`src/rtl/uart_tx_arbiter.sv`:
```
// uart_tx_arbiter
//   Shares one uart_tx byte transmitter among NUM_REQ requesters. Ownership is
//   granted per packet: the owner keeps the transmitter until a byte flagged
//   last is accepted. Requesters are served round-robin between packets.
//
// Ports
//   clock      in   1          system clock, all logic on posedge
//   reset_n    in   1          asynchronous active-low reset
//   req_valid  in   NUM_REQ    per-requester byte valid
//   req_data   in   8*NUM_REQ  requester i byte on [8*i+7:8*i]
//   req_last   in   NUM_REQ    presented byte ends the requester's packet
//   req_ready  out  NUM_REQ    accept; only the owner's bit can be 1
//   tx_byte    out  8          byte to uart_tx
//   tx_valid   out  1          valid to uart_tx
//   tx_ready   in   1          ready from uart_tx
//   grant      out  NUM_REQ    registered one-hot owner, zero when idle
//   busy       out  1          packet in progress
//
// Configuration
//   UART_ARB_TIMEOUT_EN : when defined, an owner that makes no handshake for
//   TIMEOUT_CYCLES consecutive cycles loses the grant and its packet is dropped.
module uart_tx_arbiter #(
  parameter int NUM_REQ        = 4,
  parameter int TIMEOUT_CYCLES = 65536
) (
  input  logic                 clock,
  input  logic                 reset_n,
  input  logic [NUM_REQ-1:0]   req_valid,
  input  logic [8*NUM_REQ-1:0] req_data,
  input  logic [NUM_REQ-1:0]   req_last,
  output logic [NUM_REQ-1:0]   req_ready,
  output logic [7:0]           tx_byte,
  output logic                 tx_valid,
  input  logic                 tx_ready,
  output logic [NUM_REQ-1:0]   grant,
  output logic                 busy
);

  localparam int IDX_W = $clog2(NUM_REQ);

  if (NUM_REQ < 2 || NUM_REQ > 16 || TIMEOUT_CYCLES < 2) begin : g_bad_param
    $error("uart_tx_arbiter: NUM_REQ must be 2..16 and TIMEOUT_CYCLES >= 2");
  end

  typedef enum logic {
    ST_IDLE = 1'b0,
    ST_OWN  = 1'b1
  } state_t;

  state_t             r_state;
  logic [NUM_REQ-1:0] r_grant;
  logic [IDX_W-1:0]   r_owner;
  logic [IDX_W-1:0]   r_ptr;
  logic               r_busy;

  logic               w_any;
  logic [IDX_W-1:0]   w_winner;
  logic               w_own_valid;
  logic               w_own_last;
  logic [7:0]         w_own_byte;
  logic               w_hs;

`ifdef UART_ARB_TIMEOUT_EN
  localparam int CNT_W = $clog2(TIMEOUT_CYCLES + 1);
  logic [CNT_W-1:0]   r_cnt;
`endif

  // Round-robin search: ptr+1, ptr+2, ... wrapping. Scanning from the farthest
  // candidate down lets the nearest valid requester overwrite the result last.
  always_comb begin
    logic [IDX_W-1:0] v_idx;
    w_any    = 1'b0;
    w_winner = '0;
    v_idx    = '0;
    for (int k = NUM_REQ; k >= 1; k--) begin
      v_idx = IDX_W'((int'(r_ptr) + k) % NUM_REQ);
      if (req_valid[v_idx]) begin
        w_any    = 1'b1;
        w_winner = v_idx;
      end
    end
  end

  // Owner pass-through; r_owner is only meaningful while busy.
  assign w_own_valid = req_valid[r_owner];
  assign w_own_last  = req_last[r_owner];
  assign w_own_byte  = req_data[{r_owner, 3'b000} +: 8];
  assign w_hs        = r_busy & w_own_valid & tx_ready;

  assign tx_valid  = r_busy & w_own_valid;
  assign tx_byte   = r_busy ? w_own_byte : 8'h00;
  assign req_ready = r_grant & {NUM_REQ{tx_ready}};
  assign grant     = r_grant;
  assign busy      = r_busy;

  always_ff @(posedge clock or negedge reset_n) begin
    if (!reset_n) begin
      r_state <= ST_IDLE;
      r_grant <= '0;
      r_owner <= '0;
      r_ptr   <= IDX_W'(NUM_REQ - 1);
      r_busy  <= 1'b0;
`ifdef UART_ARB_TIMEOUT_EN
      r_cnt   <= '0;
`endif
    end else begin
      case (r_state)
        ST_IDLE: begin
          if (w_any) begin
            r_state <= ST_OWN;
            r_grant <= NUM_REQ'(1) << w_winner;
            r_owner <= w_winner;
            r_busy  <= 1'b1;
`ifdef UART_ARB_TIMEOUT_EN
            r_cnt   <= '0;
`endif
          end
        end
        ST_OWN: begin
          // Release goes to IDLE only; the next arbitration happens one cycle
          // later, so the releasing owner becomes lowest priority.
          if (w_hs && w_own_last) begin
            r_state <= ST_IDLE;
            r_grant <= '0;
            r_busy  <= 1'b0;
            r_ptr   <= r_owner;
`ifdef UART_ARB_TIMEOUT_EN
            r_cnt   <= '0;
          end else if (w_hs) begin
            r_cnt   <= '0;
          end else if (r_cnt == CNT_W'(TIMEOUT_CYCLES - 1)) begin
            r_state <= ST_IDLE;
            r_grant <= '0;
            r_busy  <= 1'b0;
            r_ptr   <= r_owner;
            r_cnt   <= '0;
          end else begin
            r_cnt   <= r_cnt + 1'b1;
`endif
          end
        end
        default: begin
          r_state <= ST_IDLE;
          r_grant <= '0;
          r_busy  <= 1'b0;
        end
      endcase
    end
  end

endmodule
```
`config.mk`:
```
export PLATFORM = sky130hd
export DESIGN_NAME = uart_tx_arbiter
export DESIGN_NICKNAME = d
export VERILOG_FILES = /design/src/rtl/uart_tx_arbiter.sv
export SDC_FILE = /design/constraint.sdc
export NUM_CORES = 1
export LEC_CHECK = 0
export BUFFER_PORTS_ARGS = -buffer_cell sky130_fd_sc_hd__buf_2
export CAP_MARGIN = 10
export CELL_PAD_IN_SITES_DETAIL_PLACEMENT = 0
export CELL_PAD_IN_SITES_GLOBAL_PLACEMENT = 1
export CORE_MARGIN = 10
export CORE_UTILIZATION = 25
export DETAILED_ROUTE_END_ITERATION = 8
export PLACE_DENSITY_LB_ADDON = 0.1
export REMOVE_ABC_BUFFERS = 1
export SLEW_MARGIN = 10
export SYNTH_ARGS = -nofsm -noshare
export SYNTH_HDL_FRONTEND = slang
export SYNTH_SLANG_ARGS = --single-unit
```
`constraint.sdc`:
```
create_clock -name clock -period 1.8 [get_ports clock]
set_clock_uncertainty 0.2 [all_clocks]
set_input_delay 0.18 -clock clock [delete_from_list [all_inputs] [get_ports clock]]
set_output_delay 0.18 -clock clock [all_outputs]
set_load 0.01 [all_outputs]
```
==> run summary, run 1 <==
Leading area contributor after synthesis: mux4_2
Net Sw Power: 721 uW
Sequential Power Share: 22.1%
Setup WS pre-CTS: -0.118 ns
Fin Hold WS: 0.103 ns
Average wire per standard cell: 15.8 microns
Vias in the first global route: 945
Final-report hold violation count: 0
Filler instances: 334
Synth Area in XOR/XNOR: 0%
Total track usage: 10.1%
Static Leakage: 0.000669 uW
Comb power frac: 67.6%
Critical Path Start: r_owner[0]
Setup_tns: -2.31 ns
Antenna-violating nets left: 0
CP max stage delay: 0.53 ns
Worst flop-to-flop path startpoint: r_owner[0]
Layout area overhead: 65.4%
Status: finished with violations
Ys Warns: 0
Worst hold path class: input pin to async pin
Worst setup SP type: flop
Syn Inst Count: 73
Root Driver: clkbuf_4
Top cell type's share of synthesized area: 27.5%
Simple-gate portion of the synthesized area: 23.4%
Synth Cell Area: 818 sq um
CTS H-Tree Depth: 1
CTS Buffer Depth: 2
Dpl cell area: 0.00122 sq mm
Worst EP arrival: 1.61 ns
Largest cells by area after synthesis: mux4_2, dfrtp_1, and2_1
First-pass GRT wire length: 4910 microns
Final WL: 2990 microns
# diodes: 0
Distinct cells, synth: 26
Sequential share of the synthesized area: 30.9%
Post-synthesis compound-gate area fraction: 11.2%
Largest net degree at the start of global routing: 11
Clock net sink count: 10
Failing checks: setup timing
Io pins: 61
Adder-Cell Fraction of Synth Area: 0%
Actual slew at the worst max-slew pin: 0.293 ns
Post-layout instance area: 0.00135 sq mm
Final #Nets: 189
Switching part of the total: 36.2%
Die W: 77.2 microns
# setup viols final: 14
Cell breakdown of the critical path: mux4_2 > and2_4 > buf_6 > buf_6
Cts bufs inserted: 3
Max cap viols: 0
Element type at the critical path end: output pin
Crit Path Class: flop to output pin
Achievable Freq: 503 MHz
R2r worst-path depth: 5
Final Max Slew Viols: 0
1st-pass router iterations: 4
Initial antenna violation count: 0
Clock Latency Late Sink: 0.27 ns
Critical Path RT: 1.42 ns
Core area: 0.00310 sq mm
Clk slew on worst S/H paths: 0.07 ns
Area of the die: 0.00596 sq mm
Power density over the cells: 1470 mW/mm^2
Total gr overflow: 0
Final GP Congestion: 0.769
Overall via count from detail_route: 872
Period minus WS final: 1.99 ns
FF-to-FF End: r_ptr[0]
Fraction of layout cells with a size suffix above 1: 68.3%
Internal power: 1270 uW
Slowest cell on crit path: mux4_2
Crit path max fanout: 5
Syn avg cell area: 11.2 sq um
RSZ-0062 raised after global routing: true
Rows: 20
Most used cell, CP: buf_6
Starting DRT DRC Count: 19
Die Y: 77.2 microns
Largest family of logic cells by synthesized area: multiplexers
Slew headroom: 80.4%
Initial core utilization: 26.4%
Post-synthesis mux area share: 31.2%
Design Power: 1990 uW
DP Wirelength: 2490 microns
Final WS setup: -0.190 ns
PortBufs: 60
Yosys reg bits: 10
Worst vdd ir: 0.000602 V
TritonCTS clock tree: built
Post-route DRC: 0
Via density: 4.61
Fin crit share: 111%
Worst R2R Setup Slack: -0.18 ns
Clk pwr share: 10.2%
==> critical path: cells and delay by family (launching register included) <==
family	cells	cell delay (ns)
muxes	1	0.53
DFF	1	0.43
buffers and inverters	2	0.22
and+or+nand+nor	1	0.16
==> what timing repair did <==
item                                   4_1_cts  5_1_grt
pin swaps                                    9        4
setup endpoints to repair                   17       17
setup buffers                                2        0
cloned                                       0        0
endpoints found under the hold margin       10        0
resized for setup                           10        7
hold buffers                                 1        0
==> power by group through the flow <==
stage / Clock [uW] / Sequential [uW] / Combinational, uW
2_1_floorplan: 0 / 505 / 601
3_3_place_gp: 0 / 438 / 1150
3_5_place_dp: 0 / 442 / 1150
4_1_cts: 215 / 442 / 1280
5_1_grt: 220 / 459 / 1470
6_report: 204 / 441 / 1350
==> placed cells by master (no fill, tap or decap), types with 2 or more instances in the layout <==
master,synthesis,final
a21o_1,2,2
dfrtp_1,8,7
o21ai_0,2,2
nand2b_1,2,2
nor2b_1,2,2
nor3_1,2,2
a32o_1,2,2
mux4_2,10,10
nor2_1,4,4
nand2_1,4,4
o32ai_2,0,2
buf_2,1,56
a21oi_1,3,2
and2_1,14,11
buf_4,0,6
dfstp_2,2,2
buf_6,1,8
and2_4,1,4
clkbuf_4,0,3
mux2_4,2,2
==> cells in the mapped netlist, drive strengths merged <==
cell type	number
a21o	2
a21oi	3
a32o	2
and2	15
and4	1
buf	2
clkbuf	2
dfrtp	8
dfstp	2
inv	1
mux2	2
mux4	10
nand2	4
nand2b	2
nand4	1
nor2	4
nor2b	2
nor3	2
nor4	1
o21a	1
o21ai	2
o22ai	1
o32ai	2
or2	1
==> layer usage <==
layer	share of wire [%]	vias up	GRT usage, %
met2	49	36	16.6
li1	-	424	-
met4	0.33	0	3.28
met3	6.8	2	3.50
met5	0	-	0
met1	44	410	11.9
==> worst max-delay path by stage <==
| stage | endpoint | slack [ns] | cells past startpoint |
|---|---|---|---|
| 6_report | tx_valid | -0.19 | 4 |
| 5_1_grt | tx_byte[7] | -0.25 | 4 |
| 4_1_cts | tx_byte[2] | -0.22 | 4 |
| 3_5_place_dp | r_ptr[0] | -0.12 | 4 |
| 3_3_place_gp | r_ptr[1] | -0.07 | 4 |
| 2_1_floorplan | r_ptr[0] | -0.37 | 4 |
==> state kept, by name, indices dropped and copies added (netlist names) <==
name     count
busy         1
grant        4
r_owner      2
r_ptr        2
r_state      1
==> layout make-up <==
cell class,count,area (sq um),area share (%)
multi-input combinational,58,564,41.7
inverter,1,3.75,0.277
tap,44,55.1,4.07
clock buffer,4,36.3,2.68
sequential,10,254,18.8
timing repair buffer,72,440,32.5
==> cell families (layout without fill, tap and decap cells) <==
kind of cell	Yosys count	after routing
muxes	12	12
and+or+nand+nor	33	33
DFF	10	10
buffers and inverters	5	77
AOI/OAI and AO/OA	13	13
==> metrics by stage <==
stage | std cells | utilization [%]
global placement | 182 | 39.2
global route | 189 | 43.6
CTS | 189 | 42.7
detailed placement | 182 | 39.2
floorplan | 69 | -
finish | 189 | 43.6
Note: power is estimated with default switching activity, not from simulation.
==> inputs of run 2 (changes only) <==
--- a/config.mk
+++ b/config.mk
@@ -12,7 +12,7 @@
 export CORE_MARGIN = 10
 export CORE_UTILIZATION = 25
 export DETAILED_ROUTE_END_ITERATION = 8
-export PLACE_DENSITY_LB_ADDON = 0.1
+export PLACE_DENSITY = 0.73
 export REMOVE_ABC_BUFFERS = 1
 export SLEW_MARGIN = 10
 export SYNTH_ARGS = -nofsm -noshare
==> run summary, run 2 (synthesis results as in run 1) <==
Worst hold path class: input pin to flop
Post-route DRC: 0 (unchanged)
Vias in the first global route: 960 (+1.6%)
Worst R2R Setup Slack: -0.17 ns (about the same)
Clock net sink count: 10 (unchanged)
Element type at the critical path end: output pin
Final WL: 3170 microns (+6.1%)
Static Leakage: 0.000667 uW (-0.34%)
Final GP Congestion: 0.782 (+1.7%)
Net Sw Power: 725 uW (+0.52%)
Comb power frac: 67.6% (about the same)
Antenna-violating nets left: 0 (unchanged)
Final-report hold violation count: 0 (unchanged)
Final Util: 43.1% (-0.56 points)
Io pins: 61 (unchanged)
First-pass GRT wire length: 5000 microns (+1.8%)
Failing checks: setup timing
Fin crit share: 112% (+1.5 points)
Core area: 0.00310 sq mm (unchanged)
Layout area overhead: 63.3%
Worst setup SP type: flop
Fraction of layout cells with a size suffix above 1: 68.8% (+0.47 points)
TritonCTS clock tree: built
Overall via count from detail_route: 905 (+3.8%)
Internal power: 1250 uW (-1.5%)
Largest register FFs: 4 (unchanged)
Root Driver: clkbuf_4
R2r worst-path depth: 5 (unchanged)
Slowest cell on crit path: mux4_2
Worst flop-to-flop path startpoint: r_owner[0]
FF-to-FF End: r_ptr[0]
Clk slew on worst S/H paths: 0.07 ns (about the same)
Most common cell after layout, fill and taps aside: buf_2
Actual slew at the worst max-slew pin: 0.578 ns (+0.285 ns)
Achievable Freq: 496 MHz (-1.3%)
Dpl cells: 181 (-0.55%)
Total gr overflow: 0 (unchanged)
DP Wirelength: 2690 microns (+7.7%)
Clk pwr share: 10.3% (about the same)
Sequential Power Share: 22.1% (about the same)
Die Y: 77.2 microns (unchanged)
CTS Buffer Depth: 2 (unchanged)
Hold Path End: r_state
Switching part of the total: 36.6% (+0.47 points)
Cell breakdown of the critical path: buf_8 > mux4_2 > and2_1 > buf_2
RSZ-0062 raised after global routing: true
Final #Nets: 188 (-0.53%)
Cts bufs inserted: 3 (unchanged)
Die W: 77.2 microns (unchanged)
Starting DRT DRC Count: 21 (+2)
Power density over the cells: 1480 mW/mm^2 (+0.54%)
Final Max Slew Viols: 0 (unchanged)
Final WS setup: -0.217 ns (-0.0270 ns)
CP max stage delay: 0.50 ns (-0.03 ns)
Area of the die: 0.00596 sq mm (unchanged)
Average wire per standard cell: 16.9 microns (+6.6%)
Critical Path RT: 1.42 ns (about the same)
Largest net degree at the start of global routing: 11 (unchanged)
Hold path depth: 3
# setup viols final: 15 (+1)
1st-pass router iterations: 4 (unchanged)
Worst EP arrival: 1.64 ns (+0.03 ns)
# diodes: 0 (unchanged)
Rows: 20 (unchanged)
Period minus WS final: 2.02 ns (+0.0270 ns)
Crit Path Class: flop to output pin
PortBufs: 60 (unchanged)
Commonest cells after routing, fill and taps aside: buf_2, and2_1, mux4_2, buf_4, dfrtp_1
Status: finished with violations
CTS H-Tree Depth: 1 (unchanged)
Max cap viols: 0 (unchanged)
Initial core utilization: 26.4% (unchanged)
Crit path max fanout: 8 (+3)
Beginning of the worst hold path: req_valid[2]
Post-Layout Cell Count: 188 (-0.53%)
Worst vdd ir: 0.000737 V (+23%)
Via density: 4.81 (+4.3%)
Total track usage: 10.2% (+0.16 points)
Slew headroom: 61.1% (-19 points)
Clock Latency Late Sink: 0.26 ns (about the same)
Initial antenna violation count: 0 (unchanged)
==> run 2: routing by layer <==
layer  global-route usage [%]  up-vias  routed length (microns)
met5                        0        -                        0
met4                     2.74        0                        9
met3                     3.85        2                      324
met2                     15.5       56                     1370
met1                     13.2      428                     1460
li1                         -      419                        -
==> run 2: cell type report <==
type	count	area, sq um
flip-flops and latches	10	254
inverters	1	3.75
clock buffers	4	36.3
multi-input cells	58	566
fillers	313	1770
repair buffers	71	422
well taps	44	55.1
==> run 2: critical path: cells and delay by family (launching register included) <==
kind / cells / cell delay, ns
DFF: 1 / 0.42
buffers and inverters: 2 / 0.30
and+or+nand+nor: 1 / 0.15
muxes: 1 / 0.50
==> run 2: worst max-delay path by stage <==
stage | slack (ns) | endpoint | startpoint | cells past startpoint
3_3_place_gp | -0.04 | r_ptr[1] | r_owner[0] | 4
3_5_place_dp | -0.09 | r_ptr[0] | r_owner[0] | 4
6_report | -0.22 | tx_byte[6] | r_owner[0] | 4
4_1_cts | -0.23 | tx_byte[7] | r_owner[0] | 4
5_1_grt | -0.30 | tx_byte[6] | r_owner[0] | 4
2_1_floorplan | -0.37 | r_ptr[0] | r_owner[0] | 4
==> run 2: what timing repair did <==
item | in CTS | in global routing
gates resized for setup | 8 | 7
pin swaps | 10 | 3
setup endpoints to repair | 16 | 15
endpoints found under the hold margin | 10 | 0
hold buffers | 1 | 0
buffers inserted | 1 | 1
==> run 2: power by group through the flow <==
stage	logic, uW	registers, uW	clock network, uW
global route	1440	455	225
CTS	1260	438	214
detailed placement	1150	439	0
finish	1340	438	204
global placement	1130	432	0
floorplan	601	505	0
==> run 2: metrics by stage <==
step | setup WS [ns] | setup TNS, ns | instance area (sq um) | hold slack, ns | power, uW
finish | -0.217 | -2.36 | 1340 | 0.0884 | 1980
global route | -0.300 | -3.30 | 1340 | 0.0869 | 2120
CTS | -0.227 | -1.97 | 1300 | 0.0830 | 1910
detailed placement | -0.0863 | -0.696 | 1210 | -0.142 | 1590
global placement | -0.0373 | -0.312 | 1210 | -0.147 | 1570
floorplan | -0.374 | -1.66 | 795 | -0.316 | 1110
